### src/rtl/pll_lock_supervisor_if.sv
// PLL-side signal bundle for the lock supervisor: lock in, PLL reset and
// qualified system reset / status out. master = supervisor, slave = PLL + consumers.
interface pll_lock_supervisor_if;
  logic       pll_lock;
  logic       pll_resetb;
  logic       sys_reset;
  logic       locked;
  logic       fail;
  logic [7:0] lock_loss_count;

  modport master (
    input  pll_lock,
    output pll_resetb, sys_reset, locked, fail, lock_loss_count
  );

  modport slave (
    output pll_lock,
    input  pll_resetb, sys_reset, locked, fail, lock_loss_count
  );
endinterface

### src/rtl/pll_lock_supervisor.sv
// PLL reset/lock supervisor in the reference-clock domain: holds the PLL in reset, waits for
// lock with timeout and retries, qualifies lock stability, then releases sys_reset; all outputs registered.
module pll_lock_supervisor #(
  parameter int RESET_HOLD_CYCLES   = 16,
  parameter int LOCK_TIMEOUT_CYCLES = 16000,
  parameter int LOCK_STABLE_CYCLES  = 256,
  parameter int MAX_ATTEMPTS        = 4
) (
  input  logic                  clk,
  input  logic                  reset,
  pll_lock_supervisor_if.master bus
);

  localparam int MAX_AB = (RESET_HOLD_CYCLES > LOCK_TIMEOUT_CYCLES) ? RESET_HOLD_CYCLES : LOCK_TIMEOUT_CYCLES;
  localparam int MAX_P  = (MAX_AB > LOCK_STABLE_CYCLES) ? MAX_AB : LOCK_STABLE_CYCLES;
  localparam int CW     = $clog2(MAX_P + 1);
  localparam int AW     = $clog2(MAX_ATTEMPTS + 1);

  typedef enum logic [2:0] {
    S_HOLD, S_WAIT_LOCK, S_QUALIFY, S_RUN, S_FAIL
  } state_t;

  state_t          state_q, state_d;
  logic [CW-1:0]   cnt_q, cnt_d;
  logic [AW-1:0]   attempts_q, attempts_d;
  logic [7:0]      loss_cnt_q, loss_cnt_d;
  logic            sync1_q, lock_s_q;
  logic            pll_resetb_q, sys_reset_q, locked_q, fail_q;
  logic            attempt_fail;

  always_comb begin
    state_d      = state_q;
    cnt_d        = cnt_q;
    attempts_d   = attempts_q;
    loss_cnt_d   = loss_cnt_q;
    attempt_fail = 1'b0;

    case (state_q)
      S_HOLD: begin
        if (cnt_q == CW'(RESET_HOLD_CYCLES - 1)) begin
          state_d = S_WAIT_LOCK;
          cnt_d   = '0;
        end else begin
          cnt_d = cnt_q + CW'(1);
        end
      end
      S_WAIT_LOCK: begin
        // Lock wins over a coincident timeout.
        if (lock_s_q) begin
          if (LOCK_STABLE_CYCLES == 1) begin
            state_d = S_RUN;
          end else begin
            state_d = S_QUALIFY;
            cnt_d   = CW'(1);
          end
        end else if (cnt_q == CW'(LOCK_TIMEOUT_CYCLES - 1)) begin
          attempt_fail = 1'b1;
        end else begin
          cnt_d = cnt_q + CW'(1);
        end
      end
      S_QUALIFY: begin
        if (!lock_s_q) begin
          attempt_fail = 1'b1;
        end else if (cnt_q == CW'(LOCK_STABLE_CYCLES - 1)) begin
          state_d = S_RUN;
        end else begin
          cnt_d = cnt_q + CW'(1);
        end
      end
      S_RUN: begin
        if (!lock_s_q) begin
          state_d = S_HOLD;
          cnt_d   = '0;
          if (loss_cnt_q != 8'hFF) loss_cnt_d = loss_cnt_q + 8'd1;
        end
      end
      S_FAIL: ;
      default: begin
        state_d = S_HOLD;
        cnt_d   = '0;
      end
    endcase

    if (attempt_fail) begin
      attempts_d = attempts_q + AW'(1);
      cnt_d      = '0;
      state_d    = (attempts_d == AW'(MAX_ATTEMPTS)) ? S_FAIL : S_HOLD;
    end

    if (state_d == S_RUN && state_q != S_RUN) begin
      attempts_d = '0;
      cnt_d      = '0;
    end
  end

  always_ff @(posedge clk or posedge reset) begin
    if (reset) begin
      state_q      <= S_HOLD;
      cnt_q        <= '0;
      attempts_q   <= '0;
      loss_cnt_q   <= '0;
      sync1_q      <= 1'b0;
      lock_s_q     <= 1'b0;
      pll_resetb_q <= 1'b0;
      sys_reset_q  <= 1'b1;
      locked_q     <= 1'b0;
      fail_q       <= 1'b0;
    end else begin
      state_q      <= state_d;
      cnt_q        <= cnt_d;
      attempts_q   <= attempts_d;
      loss_cnt_q   <= loss_cnt_d;
      sync1_q      <= bus.pll_lock;
      lock_s_q     <= sync1_q;
      // Outputs decoded from the next state so they change on the same edge as the state.
      pll_resetb_q <= (state_d == S_WAIT_LOCK) || (state_d == S_QUALIFY) || (state_d == S_RUN);
      sys_reset_q  <= (state_d != S_RUN);
      locked_q     <= (state_d == S_RUN);
      fail_q       <= (state_d == S_FAIL);
    end
  end

  assign bus.pll_resetb      = pll_resetb_q;
  assign bus.sys_reset       = sys_reset_q;
  assign bus.locked          = locked_q;
  assign bus.fail            = fail_q;
  assign bus.lock_loss_count = loss_cnt_q;

endmodule
### src/flat_wrapper.sv
// flat-port wrapper written by rule: the top's interface ports become plain ports
module pll_lock_supervisor_flat 
#(
  parameter int RESET_HOLD_CYCLES   = 16,
  parameter int LOCK_TIMEOUT_CYCLES = 16000,
  parameter int LOCK_STABLE_CYCLES  = 256,
  parameter int MAX_ATTEMPTS        = 4
)
  (clk, reset, bus_pll_lock, bus_pll_resetb, bus_sys_reset, bus_locked, bus_fail, bus_lock_loss_count);
  pll_lock_supervisor_if bus_i ();
  input  logic clk;
  input  logic reset;
  input wire logic [$bits(bus_i.pll_lock)-1:0] bus_pll_lock;
  output wire logic [$bits(bus_i.pll_resetb)-1:0] bus_pll_resetb;
  output wire logic [$bits(bus_i.sys_reset)-1:0] bus_sys_reset;
  output wire logic [$bits(bus_i.locked)-1:0] bus_locked;
  output wire logic [$bits(bus_i.fail)-1:0] bus_fail;
  output wire logic [$bits(bus_i.lock_loss_count)-1:0] bus_lock_loss_count;
  assign bus_i.pll_lock = bus_pll_lock;
  assign bus_pll_resetb = bus_i.pll_resetb;
  assign bus_sys_reset = bus_i.sys_reset;
  assign bus_locked = bus_i.locked;
  assign bus_fail = bus_i.fail;
  assign bus_lock_loss_count = bus_i.lock_loss_count;
  pll_lock_supervisor #(.RESET_HOLD_CYCLES(RESET_HOLD_CYCLES), .LOCK_TIMEOUT_CYCLES(LOCK_TIMEOUT_CYCLES), .LOCK_STABLE_CYCLES(LOCK_STABLE_CYCLES), .MAX_ATTEMPTS(MAX_ATTEMPTS)) u_core (.clk(clk), .reset(reset), .bus(bus_i));
endmodule
### config.mk
export PLATFORM = sky130hd
export DESIGN_NAME = pll_lock_supervisor_flat
export DESIGN_NICKNAME = d
export VERILOG_FILES = /design/src/rtl/pll_lock_supervisor_if.sv /design/src/rtl/pll_lock_supervisor.sv /design/src/flat_wrapper.sv
export SDC_FILE = /design/constraint.sdc
export NUM_CORES = 1
export LEC_CHECK = 0
export ABC_AREA = 1
export BUFFER_PORTS_ARGS = -buffer_cell sky130_fd_sc_hd__buf_2
export CORE_ASPECT_RATIO = 1.25
export CORE_MARGIN = 4
export CORE_UTILIZATION = 55
export CTS_BUF_LIST = sky130_fd_sc_hd__clkbuf_8
export DETAILED_ROUTE_END_ITERATION = 16
export HOLD_SLACK_MARGIN = 0.1
export PLACE_DENSITY_LB_ADDON = 0.1
export REMOVE_ABC_BUFFERS = 1
export SLEW_MARGIN = 20
export SYNTH_ARGS = -nofsm -noshare
export SYNTH_HDL_FRONTEND = slang
export SYNTH_SLANG_ARGS = --single-unit
export TNS_END_PERCENT = 5
### constraint.sdc
create_clock -name clk -period 1.7 [get_ports clk]
set_clock_uncertainty 0.05 [all_clocks]
set_input_delay 0.17 -clock clk [delete_from_list [all_inputs] [get_ports clk]]
set_output_delay 0.17 -clock clk [all_outputs]
set_load 0.01 [all_outputs]
---- After elaboration in Yosys (flattened, before gate mapping) ----
Cells that the tools add are included.
word-level totals
  bits in registers ....................... 34
  output and inout port bits .............. 12
cells by class
  add/sub/neg operators ................... 3
  equal/unequal tests ..................... 20
  mux-type cells .......................... 23
  bitwise logic cells ..................... 1
  reductions and logical operators ........ 7
operators with widths
  operator                                                                number
  14-bit 2-to-1 mux                                                       8
  14-bit one-hot mux with 5 select lines                                  1
  3-bit 2-to-1 mux                                                        9
  3-bit one-hot mux with 5 select lines                                   1
  14-bit by 1-bit adder with 14-bit output, second input constant         1
  14-bit equality test, second input constant                             1
  14-bit by 4-bit equality test with 1-bit output, second input constant  1
  14-bit by 8-bit equality test with 1-bit output, second input constant  1
  3-bit by 2-bit equality test with 1-bit output, second input constant   4
  3-bit equality test, second input constant                              3
  8-bit by 1-bit adder with 8-bit output, second input constant           1
  8-bit != test, second input constant                                    1
  3-bit by 1-bit equality test with 1-bit output, second input constant   2
  3-bit by 2-bit != test with 1-bit output, second input constant         2
  5-bit by 3-bit != test with 1-bit output, second input constant         1
  5-bit AND reduction                                                     1
  4-bit by 1-bit != test with 1-bit output, second input constant         1
  4-bit by 3-bit != test with 1-bit output, second input constant         1
  4-bit != test, second input constant                                    1
  3-bit by 1-bit adder with 3-bit output, second input constant           1
  3-bit logical NOT                                                       1
  1-bit 2-to-1 mux                                                        3
  3-bit by 1-bit != test with 1-bit output, second input constant         1
  3-bit AND reduction                                                     1
  5 further kinds                                                         6

---- Longest topological paths before layout ----
  word-level depth ........................ 9
  mapped depth ............................ 10
  depth with buffers taken out ............ 10

---- Least setup slack after synthesis ----
Ideal clock, no wire load.
  path type ............................... register to register
  from .................................... register u_core.cnt_q[0]
  to ...................................... register u_core.cnt_q[1]
  arrival ................................. 1311 ps
  setup slack ............................. 221 ps
  stages on the path, launching flop included .. 10
  path through ............................ dfrtp_1 ha_1 nand2_1 nor3_2 nand3_1 nand2_1 nand2_2 buf_6 nand4_1 nand2_1
on the way
  word-level cells in the longest chain between the ends .. 9
  elaborated cells on any way between the ends .. 28
  those cells by class .................... add/sub: 1; eq/ne: 9; mux: 16; reduce/logical: 2
ends and longest elaborated chain
  element                                                                                         RTL line                                              RTL
  start, declared                                                                                 pll_lock_supervisor.sv:24                             logic [CW-1:0] cnt_q, cnt_d;
  start signal, assigned                                                                          pll_lock_supervisor.sv:111                            cnt_q <= cnt_d;
  14-bit by 8-bit equality test with 1-bit output or 14-bit equality test (tied branches)         pll_lock_supervisor.sv:65, pll_lock_supervisor.sv:56
  3-bit 2-to-1 mux or 1-bit 2-to-1 mux (tied branches)                                            pll_lock_supervisor.sv:65, pll_lock_supervisor.sv:56
  3-bit 2-to-1 mux or 1-bit 2-to-1 mux (tied branches)                                            pll_lock_supervisor.sv:63, pll_lock_supervisor.sv:49
  3-bit one-hot mux with 5 select lines or 1-bit one-hot mux with 2 select lines (tied branches)  pll_lock_supervisor.sv:38                             case (state_q)
  3-bit 2-to-1 mux                                                                                pll_lock_supervisor.sv:85                             if (attempt_fail) begin
  3-bit by 2-bit equality test with 1-bit output                                                  pll_lock_supervisor.sv:91                             if (state_d == S_RUN && state_q != S_RUN) begin
  1-bit logical AND                                                                               pll_lock_supervisor.sv:91
  5-bit by 3-bit != test with 1-bit output (no line) (tied with other cells)                      --
  5-bit AND reduction (no line)                                                                   --
Parallel ways exist; a longest one is shown, timed or not. The select of a mux whose other input is x is not followed.
A chain may end at the register's enable or synchronous reset.

---- Final worst setup path ----
  from .................................... register u_core.cnt_q[1]
  to ...................................... register u_core.cnt_q[8]
Same word-level chain as after synthesis.

==> impl_metrics.tcl <==
set metrics [dict create \
    rsz0062_at_grt "true" \
    cts-root-buf "clkbuf_8" \
    syn-instance-count 263 \
    crit_required_ns 1.81 \
    maxSlewViolCount 0 \
    h-tree-depth 2 \
    status "complete, no violations" \
    fin_crit_sh_pct 93.7 \
    cts_tree "built" \
    row_count 24 \
    post-place-ws_ns 0.00715 \
    grt_overflow 0 \
    ant_nets 0 \
    antenna_found_initial 0 \
    initialDrtViolationCount 82 \
    arrival_ns 1.70 \
    avgRoutedWirePerCell_um 12.3 \
    drc 0 \
    path_clk_slew_ns 0.07 \
    max_stage_delay_ns 0.39 \
    grt_start_max_net_pins 35 \
    gr-usage-met1_pct 25.7 \
    critical_path.slowest_cell "dfrtp_1" \
    layout_min_cycle_time_ns 1.59 \
    grt_pass1_wl_um 7080 \
    ys_seq_elements 34 \
    vias 1675 \
    synth_top_cell_by_area "dfrtp_1" \
    yosys_warnings 0 \
    use_met2_pct 34.3 \
    drive_above_1_share_pct 19.6 \
    worstPathMaxFanout 5 \
    p_per_area_nw_per_um2 1040 \
    gr-usage-all-layers_pct 20.5 \
    io_buffers 14 \
    max_cap_violations 0 \
    critPathLaunchType "flip-flop" \
    post_cts_buffers 0 \
    yosys.area.top_type_share_pct 41.7 \
    first_pass_iters 5 \
    synthTopCellsByArea "dfrtp_1, nand2_1, inv_1" \
    die_h_um 75.1 \
    total_leakage_power_uw 0.00120 \
    grtUsageMet3_pct 4.12 \
    hold_violations 0 \
    totalPowerFinal_uw 2340 \
    gp_congestion 0.855 \
    grt_pass1_vias 1666 \
    numCtsBuffers 5 \
    critical_path_class "flip-flop to flip-flop" \
    grt.busiest_layer "met2" \
    synth-edff-count 0 \
    crit_top_cell "nand2_1" \
    worst_slew_pin_slew_ns 0.419 \
    cts_max_path_buffers 2 \
    yosysUniqueCellTypes 27 \
    clock_sinks 34 \
    min_path_type "flip-flop to flip-flop" \
    routed_via_density 5.08 \
    finalSetupViolations 0 \
    fmax_ghz 0.628 \
    relSlewSlack_pct 72.1 \
    start_util_pct 56.9 \
    syn_to_final_growth_pct 14.0 \
    ys_seq_area_share_pct 43.0 \
    io_pins 15 \
    die_area_um2 4630 \
    coreArea_um2 3480 \
    setup_ws_ns 0.108 \
    mappedNetlistArea_um2 1980 \
    syn_area_per_cell_um2 7.53 \
    dp_hpwl_um 2930 \
    diodes 0 \
    clock_latency_ns 0.28 \
    synth_ff_type "dfrtp_1" \
    finish.net_count 297 \
    cp-end-kind "flip-flop" \
    die_w_um 61.7 \
    ys_async_sr_fraction_pct 100 \
    wl_um 4060 \
    crit_chain "ha_2 > nand2_1 > nor3_2 > nand3_1 > nand2_1 > nand2_2 > nand2_1 > o21ai_1" \
    ir_drop_mv 0.955 \
]
layout make-up:
class | instances | area, µm²
clock buffers | 5 | 68.8
flip-flops and latches | 34 | 852
fillers | 322 | 1230
clock inverters | 3 | 11.3
repair buffers | 24 | 154
inverters | 31 | 116
multi-input cells | 194 | 1010
well taps | 39 | 48.8
cell usage after synthesis (2+ instances only):
cell type  number
a21oi_1         2
buf_2           2
buf_6           2
dfrtp_1        33
ha_1            4
inv_1          25
inv_2           6
nand2_1        91
nand2_2         3
nand3_1        18
nand3_2         3
nand4_1         8
nor2_1         25
nor2_2          2
nor3_1          3
nor3_2          4
o21ai_0         5
o21ai_1         5
o21ai_2         3
or2_2           2
xnor2_1         7
xor2_1          5
kinds of logic after synthesis:
kind of cell	after synthesis	share of synthesized area [%]
and+or+nand+nor	161	36.5
DFF	34	43.0
buffers and inverters	35	7.52
adders and majority gates	4	2.53
AOI/OAI and AO/OA	17	5.12
xor gates and xnor gates	12	5.31
per-stage QoR:
stage / cells / hold WS [ns] / cell area [µm²] / utilization [%] / setup TNS [ns]
2_1_floorplan: 259 / 0.151 / 1950 / - / 0
3_3_place_gp: 320 / 0.229 / 2130 / 61.1 / 0
3_5_place_dp: 320 / 0.230 / 2130 / 61.1 / 0
4_1_cts: 330 / 0.311 / 2230 / 64.2 / 0
5_1_grt: 330 / 0.319 / 2260 / 64.8 / -0.216
6_report: 330 / 0.307 / 2260 / 64.8 / 0
per-layer routing:
layer | part of all wire, % | vias up | wire (µm)
met5 | 0 | - | 0
met4 | 1.5 | 0 | 62
met3 | 2.8 | 8 | 115
met2 | 52 | 22 | 2100
met1 | 44 | 759 | 1780
li1 | - | 886 | -
critical path: cells and delay by family, from the launching register on:
family                   cells  cell delay (ns)
AO/OA/AOI/OAI                1             0.09
adder cells (fa/ha/maj)      1             0.21
AND/OR/NAND/NOR              6             0.73
flip-flops                   1             0.39
cells in the final DEF, fill, tap and decap left out, drive strengths merged:
| cell | netlist | layout |
|---|---|---|
| clkbuf | 0 | 5 |
| dfrtp | 33 | 33 |
| ha | 4 | 4 |
| o21ai | 13 | 13 |
| dfstp | 1 | 1 |
| buf | 4 | 22 |
| nor3 | 7 | 7 |
| o211ai | 1 | 1 |
| or2 | 2 | 2 |
| nand2 | 94 | 94 |
| xnor2 | 7 | 7 |
| xor2 | 5 | 5 |
| nand3 | 21 | 21 |
| nor2 | 28 | 28 |
| nand4 | 8 | 8 |
| dlygate4sd3 | 0 | 2 |
| nand3b | 1 | 1 |
| a21oi | 2 | 2 |
| inv | 31 | 34 |
| o21bai | 1 | 1 |
path summary, 6_finish.rpt:
kind / depth (start not counted) / end / start / slack, ns
max reg2reg: 8 / u_core.cnt_q[8] / u_core.cnt_q[1] / 0.11
min: 0 / u_core.lock_s_q / u_core.sync1_q / 0.31
min in group asynchronous: 4 / u_core.attempts_q[0] / reset / 0.46
max: 8 / u_core.cnt_q[8] / u_core.cnt_q[1] / 0.11
max in group asynchronous: 4 / u_core.bus.sys_reset / reset / 0.80
min reg2reg: 0 / u_core.lock_s_q / u_core.sync1_q / 0.31
where the power goes:
part	internal [µW]	switching, µW
logic	274	450
registers	934	124
clock network	273	284
total	1480	858
registers in the layout (all words and copies together), names as in the netlist:
| signal | cells |
|---|---|
| u_core.bus.lock_loss_count | 8 |
| u_core.bus.fail | 1 |
| u_core.state_q | 3 |
| u_core.bus.pll_resetb | 1 |
| u_core.sync1_q | 1 |
| u_core.bus.sys_reset | 1 |
| u_core.lock_s_q | 1 |
| u_core.bus.locked | 1 |
| u_core.cnt_q | 14 |
| u_core.attempts_q | 3 |
what timing repair did:
action / 4_1_cts / 5_1_grt
pin swaps: 0 / 2
hold endpoints to repair: 34 / 0
setup endpoints to repair: 2 / 23
resized for setup: 1 / 8
hold buffers: 2 / 0
Power figures use the tool's default switching activity.
